===== config.mk =====
export PLATFORM = sky130hd
export DESIGN_NAME = wb_commit_unit_flat
export DESIGN_NICKNAME = d
export VERILOG_FILES = /design/src/rtl/wb_commit_unit_pkg.sv /design/src/rtl/wb_commit_unit_if.sv /design/src/rtl/wb_commit_unit_load_extend.sv /design/src/rtl/wb_commit_unit.sv /design/src/flat_wrapper.sv
export SDC_FILE = /design/constraint.sdc
export NUM_CORES = 1
export LEC_CHECK = 0
export CAP_MARGIN = 20
export CORE_UTILIZATION = 30
export CTS_CLUSTER_DIAMETER = 60
export DETAILED_ROUTE_END_ITERATION = 16
export GPL_TIMING_DRIVEN = 0
export HOLD_SLACK_MARGIN = 0.12
export PLACE_DENSITY_LB_ADDON = 0.3
export SLEW_MARGIN = 10
export SYNTH_ARGS = -nofsm -noshare
export SYNTH_HDL_FRONTEND = slang
export SYNTH_HIERARCHICAL = 1
export SYNTH_SLANG_ARGS = --single-unit
export TNS_END_PERCENT = 100

===== constraint.sdc =====
create_clock -name clk -period 6.1 [get_ports clk]
set_clock_uncertainty 0.1 [all_clocks]
set_input_delay 1.83 -clock clk [delete_from_list [all_inputs] [get_ports clk]]
set_output_delay 1.83 -clock clk [all_outputs]
set_load 0.02 [all_outputs]

===== src/rtl/wb_commit_unit_pkg.sv =====
// Shared core definitions for the writeback commit stage:
// load funct3 codes, datapath width and the commit entry bundle.
package wb_commit_unit_pkg;

  localparam int CORE_XLEN = 64;

  typedef enum logic [2:0] {
    F3_LB  = 3'b000,
    F3_LH  = 3'b001,
    F3_LW  = 3'b010,
    F3_LD  = 3'b011,
    F3_LBU = 3'b100,
    F3_LHU = 3'b101,
    F3_LWU = 3'b110,
    F3_LDU = 3'b111
  } load_f3_e;

  typedef struct packed {
    logic                 reg_write;
    logic [4:0]           rd;
    logic [CORE_XLEN-1:0] data;
  } commit_t;

endpackage


===== src/rtl/wb_commit_unit_if.sv =====
// MEM -> WB result handshake bundle (valid/ready).
// master = MEM stage, slave = commit unit.
interface wb_commit_unit_if;
  import wb_commit_unit_pkg::*;

  logic                 in_valid;
  logic                 in_ready;
  logic                 in_reg_write;
  logic                 in_mem_to_reg;
  logic [4:0]           in_rd;
  logic [CORE_XLEN-1:0] in_alu_result;
  logic [CORE_XLEN-1:0] in_load_data;
  logic [2:0]           in_funct3;

  modport master (
    output in_valid, in_reg_write, in_mem_to_reg,
    output in_rd, in_alu_result, in_load_data,
    output in_funct3,
    input  in_ready
  );

  modport slave (
    input  in_valid, in_reg_write, in_mem_to_reg,
    input  in_rd, in_alu_result, in_load_data,
    input  in_funct3,
    output in_ready
  );

endinterface


===== src/rtl/wb_commit_unit_load_extend.sv =====
// Writeback value select: ALU result or aligned,
// shifted and sign/zero-extended load data.
module wb_load_extend
  import wb_commit_unit_pkg::*;
(
  input  logic                 mem_to_reg,
  input  logic [CORE_XLEN-1:0] alu_result,
  input  logic [CORE_XLEN-1:0] load_data,
  input  logic [2:0]           funct3,
  output logic [CORE_XLEN-1:0] value
);

  logic [CORE_XLEN-1:0] sh;
  logic [CORE_XLEN-1:0] ext;

  assign sh = load_data >> {alu_result[2:0], 3'b000};

  always_comb begin
    ext = sh;
    unique case (funct3)
      F3_LB:  ext = {{(CORE_XLEN-8){sh[7]}}, sh[7:0]};
      F3_LH:  ext = {{(CORE_XLEN-16){sh[15]}}, sh[15:0]};
      F3_LW:  ext = {{(CORE_XLEN-32){sh[31]}}, sh[31:0]};
      F3_LD:  ext = sh;
      F3_LBU: ext = {{(CORE_XLEN-8){1'b0}}, sh[7:0]};
      F3_LHU: ext = {{(CORE_XLEN-16){1'b0}}, sh[15:0]};
      F3_LWU: ext = {{(CORE_XLEN-32){1'b0}}, sh[31:0]};
      F3_LDU: ext = sh;
      default: ext = sh;
    endcase
  end

  assign value = mem_to_reg ? ext : alu_result;

endmodule


===== src/rtl/wb_commit_unit.sv =====
// Writeback commit: in-order queue feeding a registered regfile write port.
// Optional WB_INSTRET_EN adds the retire_count counter.
module wb_commit_unit
  import wb_commit_unit_pkg::*;
#(
  parameter int DEPTH = 2,
  parameter int XLEN  = CORE_XLEN
) (
  input  logic             clk,
  input  logic             reset,
  wb_commit_unit_if.slave  mem,
  input  logic             hold,
  output logic             RegWrite,
  output logic [4:0]       RD,
  output logic [XLEN-1:0]  WriteData
`ifdef WB_INSTRET_EN
  ,
  output logic [63:0]      retire_count
`endif
);

  localparam int PW = $clog2(DEPTH);

  commit_t              q [DEPTH];
  logic [PW-1:0]        wp, rp;
  logic [PW:0]          count;
  logic [CORE_XLEN-1:0] ext;
  commit_t              in_e, head;
  logic                 push, pop, bypass, q_wr, q_rd, empty;

  wb_load_extend u_ext (
    .mem_to_reg (mem.in_mem_to_reg),
    .alu_result (mem.in_alu_result),
    .load_data  (mem.in_load_data),
    .funct3     (mem.in_funct3),
    .value      (ext)
  );

  assign mem.in_ready = (count < (PW+1)'(DEPTH)) && !reset;

  assign in_e.reg_write = mem.in_reg_write;
  assign in_e.rd        = mem.in_rd;
  assign in_e.data      = ext;

  assign empty  = (count == '0);
  assign push   = mem.in_valid && mem.in_ready;
  assign pop    = !hold && (!empty || push);
  // empty queue: the incoming result goes straight to the output register
  assign bypass = pop && empty;
  assign q_wr   = push && !bypass;
  assign q_rd   = pop && !empty;
  assign head   = empty ? in_e : q[rp];

  always_ff @(posedge clk) begin
    if (q_wr) q[wp] <= in_e;
  end

  always_ff @(posedge clk or posedge reset) begin
    if (reset) begin
      wp    <= '0;
      rp    <= '0;
      count <= '0;
    end else begin
      if (q_wr) wp <= wp + PW'(1);
      if (q_rd) rp <= rp + PW'(1);
      count <= count + (PW+1)'(q_wr) - (PW+1)'(q_rd);
    end
  end

  always_ff @(posedge clk or posedge reset) begin
    if (reset) begin
      RegWrite  <= 1'b0;
      RD        <= '0;
      WriteData <= '0;
    end else if (pop) begin
      RegWrite  <= head.reg_write && (head.rd != 5'd0);
      RD        <= head.rd;
      WriteData <= head.data;
    end else begin
      RegWrite  <= 1'b0;
    end
  end

`ifdef WB_INSTRET_EN
  always_ff @(posedge clk or posedge reset) begin
    if (reset)    retire_count <= '0;
    else if (pop) retire_count <= retire_count + 64'd1;
  end
`endif

endmodule


===== src/flat_wrapper.sv =====
// flat-port wrapper written by rule: the top's interface ports become plain ports
module wb_commit_unit_flat import wb_commit_unit_pkg::*;
#(
  parameter int DEPTH = 2,
  parameter int XLEN  = CORE_XLEN
)
  (clk, reset, hold, RegWrite, RD, WriteData, mem_in_valid, mem_in_reg_write, mem_in_mem_to_reg, mem_in_rd, mem_in_alu_result, mem_in_load_data, mem_in_funct3, mem_in_ready);
  wb_commit_unit_if mem_i ();
  input  logic clk;
  input  logic reset;
  input  logic hold;
  output logic RegWrite;
  output logic [4:0] RD;
  output logic [XLEN-1:0] WriteData;
  input wire logic [$bits(mem_i.in_valid)-1:0] mem_in_valid;
  input wire logic [$bits(mem_i.in_reg_write)-1:0] mem_in_reg_write;
  input wire logic [$bits(mem_i.in_mem_to_reg)-1:0] mem_in_mem_to_reg;
  input wire logic [$bits(mem_i.in_rd)-1:0] mem_in_rd;
  input wire logic [$bits(mem_i.in_alu_result)-1:0] mem_in_alu_result;
  input wire logic [$bits(mem_i.in_load_data)-1:0] mem_in_load_data;
  input wire logic [$bits(mem_i.in_funct3)-1:0] mem_in_funct3;
  output wire logic [$bits(mem_i.in_ready)-1:0] mem_in_ready;
  assign mem_i.in_valid = mem_in_valid;
  assign mem_i.in_reg_write = mem_in_reg_write;
  assign mem_i.in_mem_to_reg = mem_in_mem_to_reg;
  assign mem_i.in_rd = mem_in_rd;
  assign mem_i.in_alu_result = mem_in_alu_result;
  assign mem_i.in_load_data = mem_in_load_data;
  assign mem_i.in_funct3 = mem_in_funct3;
  assign mem_in_ready = mem_i.in_ready;
  wb_commit_unit #(.DEPTH(DEPTH), .XLEN(XLEN)) u_core (.clk(clk), .reset(reset), .mem(mem_i), .hold(hold), .RegWrite(RegWrite), .RD(RD), .WriteData(WriteData));
endmodule

# == Word level (Yosys, flattened, before mapping) ==
# Memories as Yosys holds them, arrays and structs flattened.
# Index checks and enable logic that the tools add are counted.
# classes
add_sub_neg,4
n_lt_le_gt_ge,1
eq_ne,7
n_shift,1
mux,6
reduce_logical,16
# op_table
operator,n
one-hot mux 64 bit (7 select lines),1
2-to-1 mux 70 bit,1
2-to-1 mux 64 bit,1
right shift 64 x 6 -> 64 bit,1
"equality test 3 bit, second input constant",4
logical AND 1 bit,7
"equality test 3 x 2 -> 1 bit, second input constant",2
nonzero test 5 bit,1
logical NOT 1 bit,4
"equality test 3 x 1 -> 1 bit, second input constant",1
logical NOT 3 bit,1
2-to-1 mux 1 bit,3
"adder 1 bit, second input constant",2
adder 2 x 1 -> 2 bit,1
logical NOT 2 bit,1
"< comparator 2 bit, second input constant",1
OR reduction 2 bit,1
subtractor 2 x 1 -> 2 bit,1
logical OR 1 bit,1
# totals
register_bits,74
ram_bits,140
output_inout_bits,71
word_cells,42
n_memories,1
# mem_list
name,words,word_bits,rd,rd_clocked_by_memory_dff,wr,line,rtl
u_core.q,2,70,1,0,1,wb_commit_unit.sv:24,commit_t q [DEPTH];

# == Longest topological paths before layout ==
# logic_depth
word_depth,10
ltp_mapped,10
depth_no_buf,8

# == Cells and area by module ==
# Netlist, hierarchy kept.
# by_module_without_submodules
module,instances,cells_per_inst,area_each_um2
wb_commit_unit,1,621,8448.1
wb_load_extend,1,405,3015.4

# == Worst setup path after synthesis ==
# No wires, ideal clock.
# synth_path
kind,input to register
from,input reset
to,"memory u_core/q[0][0] (netlist name), enable pin"
arrival_ns,5.182
required_time_ns,5.501
setup_slack_ns,0.319
cell_stages,4
path_buffers,0
cell_sequence,nand2b_1 > nor2_1 > o21ai_0 > nor2_1
# synth_via
elab_chain_len,10
# synth_lines
item,line,rtl
start: declaration,flat_wrapper.sv:10,input logic reset;
logical NOT 1 bit (*),wb_commit_unit.sv:39,assign mem.in_ready = (count < (PW+1)'(DEPTH)) && !reset;
logical AND 1 bit (*),wb_commit_unit.sv:39,
logical AND 1 bit (*),wb_commit_unit.sv:46,assign push = mem.in_valid && mem.in_ready;
logical OR 1 bit,wb_commit_unit.sv:47,assign pop = !hold && (!empty || push);
logical AND 1 bit,wb_commit_unit.sv:47,
logical AND 1 bit,wb_commit_unit.sv:49,assign bypass = pop && empty;
logical NOT 1 bit,wb_commit_unit.sv:50,assign q_wr = push && !bypass;
logical AND 1 bit (*),wb_commit_unit.sv:50,
2-to-1 mux 1 bit (*),wb_commit_unit.sv:55,if (q_wr) q[wp] <= in_e;
2-to-1 mux 1 bit (not written as such) (*),wb_commit_unit.sv:55,
end: declaration,wb_commit_unit.sv:24,
# Mark *: on every way between the ends. The rest lies on a longest branch, timed or not.

# == Final worst setup path ==
# layout_path
from,input reset
to,output mem_in_ready
# layout_via
elab_chain_len,2
# layout_lines
item,line,rtl
logical NOT 1 bit,wb_commit_unit.sv:39,
logical AND 1 bit,wb_commit_unit.sv:39,
end: declaration,flat_wrapper.sv:22,output wire logic [$bits(mem_i.in_ready)-1:0] mem_in_ready;
# Every way passes these cells.

==> impl_metrics.env <==
export IMPL_run_status="finished, final reports clean"
export IMPL_syn_inst=1026
export IMPL_yosys_most_used_dff="sky130_fd_sc_hd__edfxtp_1"
export IMPL_postSynthNetCount=1170
export IMPL_worst_r2r_setup_slack_ns=3.79
export IMPL_rows=71
export IMPL_grt_setup_unrepaired="no"
export IMPL_vias=9404
export IMPL_dpl_hpwl_um=31600
export IMPL_via_count_of_the_first_global_routing_pass=9238
export IMPL_cts_repair_resized=0
export IMPL_synth_seq_area_share_pct=52.8
export IMPL_required_time_of_the_worst_setup_path_ns=4.17
export IMPL_routed_wire_length_per_instance_um=22.8
export IMPL_drive_above_1_share_pct=14.6
export IMPL_clockRootBuffer="sky130_fd_sc_hd__clkbuf_16"
export IMPL_drt_iter0_drc=738
export IMPL_setup_viol_count_final=0
export IMPL_critical_path_endpoint="mem_in_ready"
export IMPL_placedCellCount=1754
export IMPL_setup_slack_ns=1.12
export IMPL_grt_antenna_before_repair=2
export IMPL_placed_instance_area_mm2=0.0144
export IMPL_holdBufCountCts=0
export IMPL_antenna_left=0
export IMPL_cts_tree="built"
export IMPL_cts_clk_slew_worst_paths_ns=0.06
export IMPL_async_reset_ff_share_pct=34.6
export IMPL_critPathKind="in2out"
export IMPL_fin_cells=1803
export IMPL_cts_sinks=214
export IMPL_yosysTopAreaCell="sky130_fd_sc_hd__edfxtp_1"
export IMPL_route_final_wire_length_um=41000
export IMPL_grt_overflow=0
export IMPL_detailedPlace_worstSlack_ns=1.11
export IMPL_fin_setup_tns_ns=0
export IMPL_postSynthRegisterBits=214
export IMPL_stdcell_area_mm2=0.0153
export IMPL_grt_start_max_net_pins=44
export IMPL_synth_cell_area_mm2=0.0115
export IMPL_synth_edff_count=140
export IMPL_cp_num_buf_inv=2
export IMPL_synthTopCellsByArea="sky130_fd_sc_hd__edfxtp_1 37%, sky130_fd_sc_hd__dfrtp_1 16%, sky130_fd_sc_hd__mux2i_1 10%, sky130_fd_sc_hd__nor2_1 4.6%, sky130_fd_sc_hd__mux4_2 4.3%"
export IMPL_timing_critical_path_cells="clkdlybuf4s50_1 -> nor2_1 -> clkdlybuf4s50_1"
export IMPL_synthDistinctLibCells=55
export IMPL_syn_avg_cell_area_um2=11.2
export IMPL_die_height_um=197
export IMPL_worst_setup_path_start_kind="primary input"
export IMPL_r2r_start="u_core/count[1]$_DFF_PP0_"
export IMPL_slew_viol_final=0
export IMPL_globalplace_congestion=0.911
export IMPL_cpLargestDelayFamily="buffers and inverters"
export IMPL_yosys_warnings=6
export IMPL_io_pins=213
export IMPL_cts_setup_buffers=0
export IMPL_cap_viol_max_count=0
export IMPL_reported_leakage_power_nw=5.76
export IMPL_worst_r2r_path_depth=6
export IMPL_route_detailed_drc=0
export IMPL_die_width_um=197
export IMPL_design_core_area_mm2=0.0377
export IMPL_cp_depth=3
export IMPL_slowest_delay_ns=0.60
export IMPL_cts_htree_levels=1
export IMPL_arrival_ns=3.05
export IMPL_cp_slowest_cell="sky130_fd_sc_hd__clkdlybuf4s50_1"
export IMPL_finalPower_mw=6.15
export IMPL_area_growth_syn_to_layout_pct=33.1
export IMPL_worst_slew_pin_transition_ns=0.895
export IMPL_reg2reg_to="u_core/q[1][5]$_DFFE_PP_"
export IMPL_achievable_frequency_mhz=201
export IMPL_initial_drt_pass_iterations=5
export IMPL_finalHoldViolations=0
export IMPL_crit_path_from="reset"
export IMPL_crit_path_max_fanout=3
export IMPL_grt_total_usage_pct=20.7
export IMPL_ys_top_cells_by_count="141 x sky130_fd_sc_hd__nor2_1, 140 x sky130_fd_sc_hd__edfxtp_1, 123 x sky130_fd_sc_hd__nand2_1"
export IMPL_synth_most_common_cell="sky130_fd_sc_hd__nor2_1"
export IMPL_clock_path_buffers=3
export IMPL_power_density_mw_per_mm2=403
export IMPL_min_path_type="reg2reg"
export IMPL_finalCritPeriodShare_pct=81.7
export IMPL_initial_util_pct=30.4
export IMPL_via_to_cell_ratio=5.22
export IMPL_cts_inserted_buffers=26
export IMPL_clock_period_minus_final_worst_setup_slack_ns=4.98
export IMPL_worstSkewPairLatency_ns=0.54
export IMPL_portBuffers=210
export IMPL_vdd_drop_max_v=0.000182
export IMPL_design_die_area_mm2=0.0390
export IMPL_proportion_of_netlist_area_held_by_the_largest_area_contributor_pct=36.7
export IMPL_timing_critical_path_to_type="primary output"
export IMPL_global_route_wire_length_before_repair_um=59600
export IMPL_num_nets_final=1415
export IMPL_critPathMostFrequentCell="sky130_fd_sc_hd__clkdlybuf4s50_1"
export IMPL_headroom_to_the_max_slew_limit_pct=39.7
[state kept, by name, indices dropped and copies added, names as in the netlist]
signal and flops:
u_core/RegWrite 1, u_core/q 140, u_core/WriteData 64, u_core/count 2
u_core/wp 1, u_core/rp 1, u_core/RD 5
[cell usage in the layout, fill, tap and decap left out, drive strengths merged, types with 14 or more instances in the layout]
cell / n
a21oi: 80
a31oi: 21
a41oi: 32
buf: 72
clkbuf: 59
clkdlybuf4s50: 210
dfrtp: 74
edfxtp: 140
mux2: 16
mux2i: 117
mux4: 22
nand2: 133
nor2: 142
o21ai: 70
o2bb2ai: 14
[worst register-to-register path: stages, from the launching register on]
cell and delay [ns]:
sky130_fd_sc_hd__dfrtp_1 0.36, sky130_fd_sc_hd__buf_4 0.16, sky130_fd_sc_hd__nor2_1 0.09, sky130_fd_sc_hd__o21ai_0 0.31, sky130_fd_sc_hd__nor2_4 0.52, sky130_fd_sc_hd__buf_16 0.23, sky130_fd_sc_hd__buf_12 0.21
[cells by family after synthesis]
family	Yosys count	share of synthesized area [%]
and+or+nand+nor	312	11.3
buffers and inverters	97	4.98
adders and majority gates	2	0.218
DFF	214	52.8
xor gates and xnor gates	4	0.306
muxes	155	16.2
AOI/OAI and AO/OA	242	14.2
[stage by stage]
| stage | hold WS (ns) | util, % |
|---|---|---|
| 2_1_floorplan | 0.368 | - |
| 3_3_place_gp | 0.365 | 37.7 |
| 3_5_place_dp | 0.372 | 38.2 |
| 4_1_cts | 0.385 | 40.5 |
| 5_1_grt | 0.403 | 40.5 |
| 6_report | 0.380 | 40.5 |
[worst min path at each step]
stage / start / cells past startpoint / slack, ns / end
final: u_core/WriteData[30]$_DFFE_PP0P_ / 2 / 0.38 / u_core/WriteData[30]$_DFFE_PP0P_
after global routing: u_core/RD[2]$_DFFE_PP0P_ / 2 / 0.40 / u_core/RD[2]$_DFFE_PP0P_
after CTS: u_core/WriteData[47]$_DFFE_PP0P_ / 2 / 0.39 / u_core/WriteData[47]$_DFFE_PP0P_
after detailed placement: u_core/WriteData[30]$_DFFE_PP0P_ / 2 / 0.37 / u_core/WriteData[30]$_DFFE_PP0P_
after global placement: u_core/WriteData[48]$_DFFE_PP0P_ / 2 / 0.36 / u_core/WriteData[48]$_DFFE_PP0P_
after floorplan: u_core/wp$_DFFE_PP0P_ / 1 / 0.37 / u_core/wp$_DFFE_PP0P_
[power by group]
group          total (mW)  switching (mW)  internal [mW]
Clock                1.54           0.630          0.905
Combinational        2.55            1.49           1.07
Sequential           2.06           0.158           1.90
[routing by layer]
metal	share of wire, %	track usage [%]
met5	0.032	0
met4	2.7	6.09
met3	7.5	3.82
met2	46	32.5
met1	44	28.9
[layout make-up]
type,count,area [um^2]
fill,3737,22400
tap,511,639
timing repair buffer,217,2270
sequential,214,6060
clock buffer,33,698
antenna,1,2.50
multi-input combinational,715,4850
clock inverter,15,160
inverter,6,25.0
buffer,91,548
Note: power is estimated with default switching activity, not from simulation.
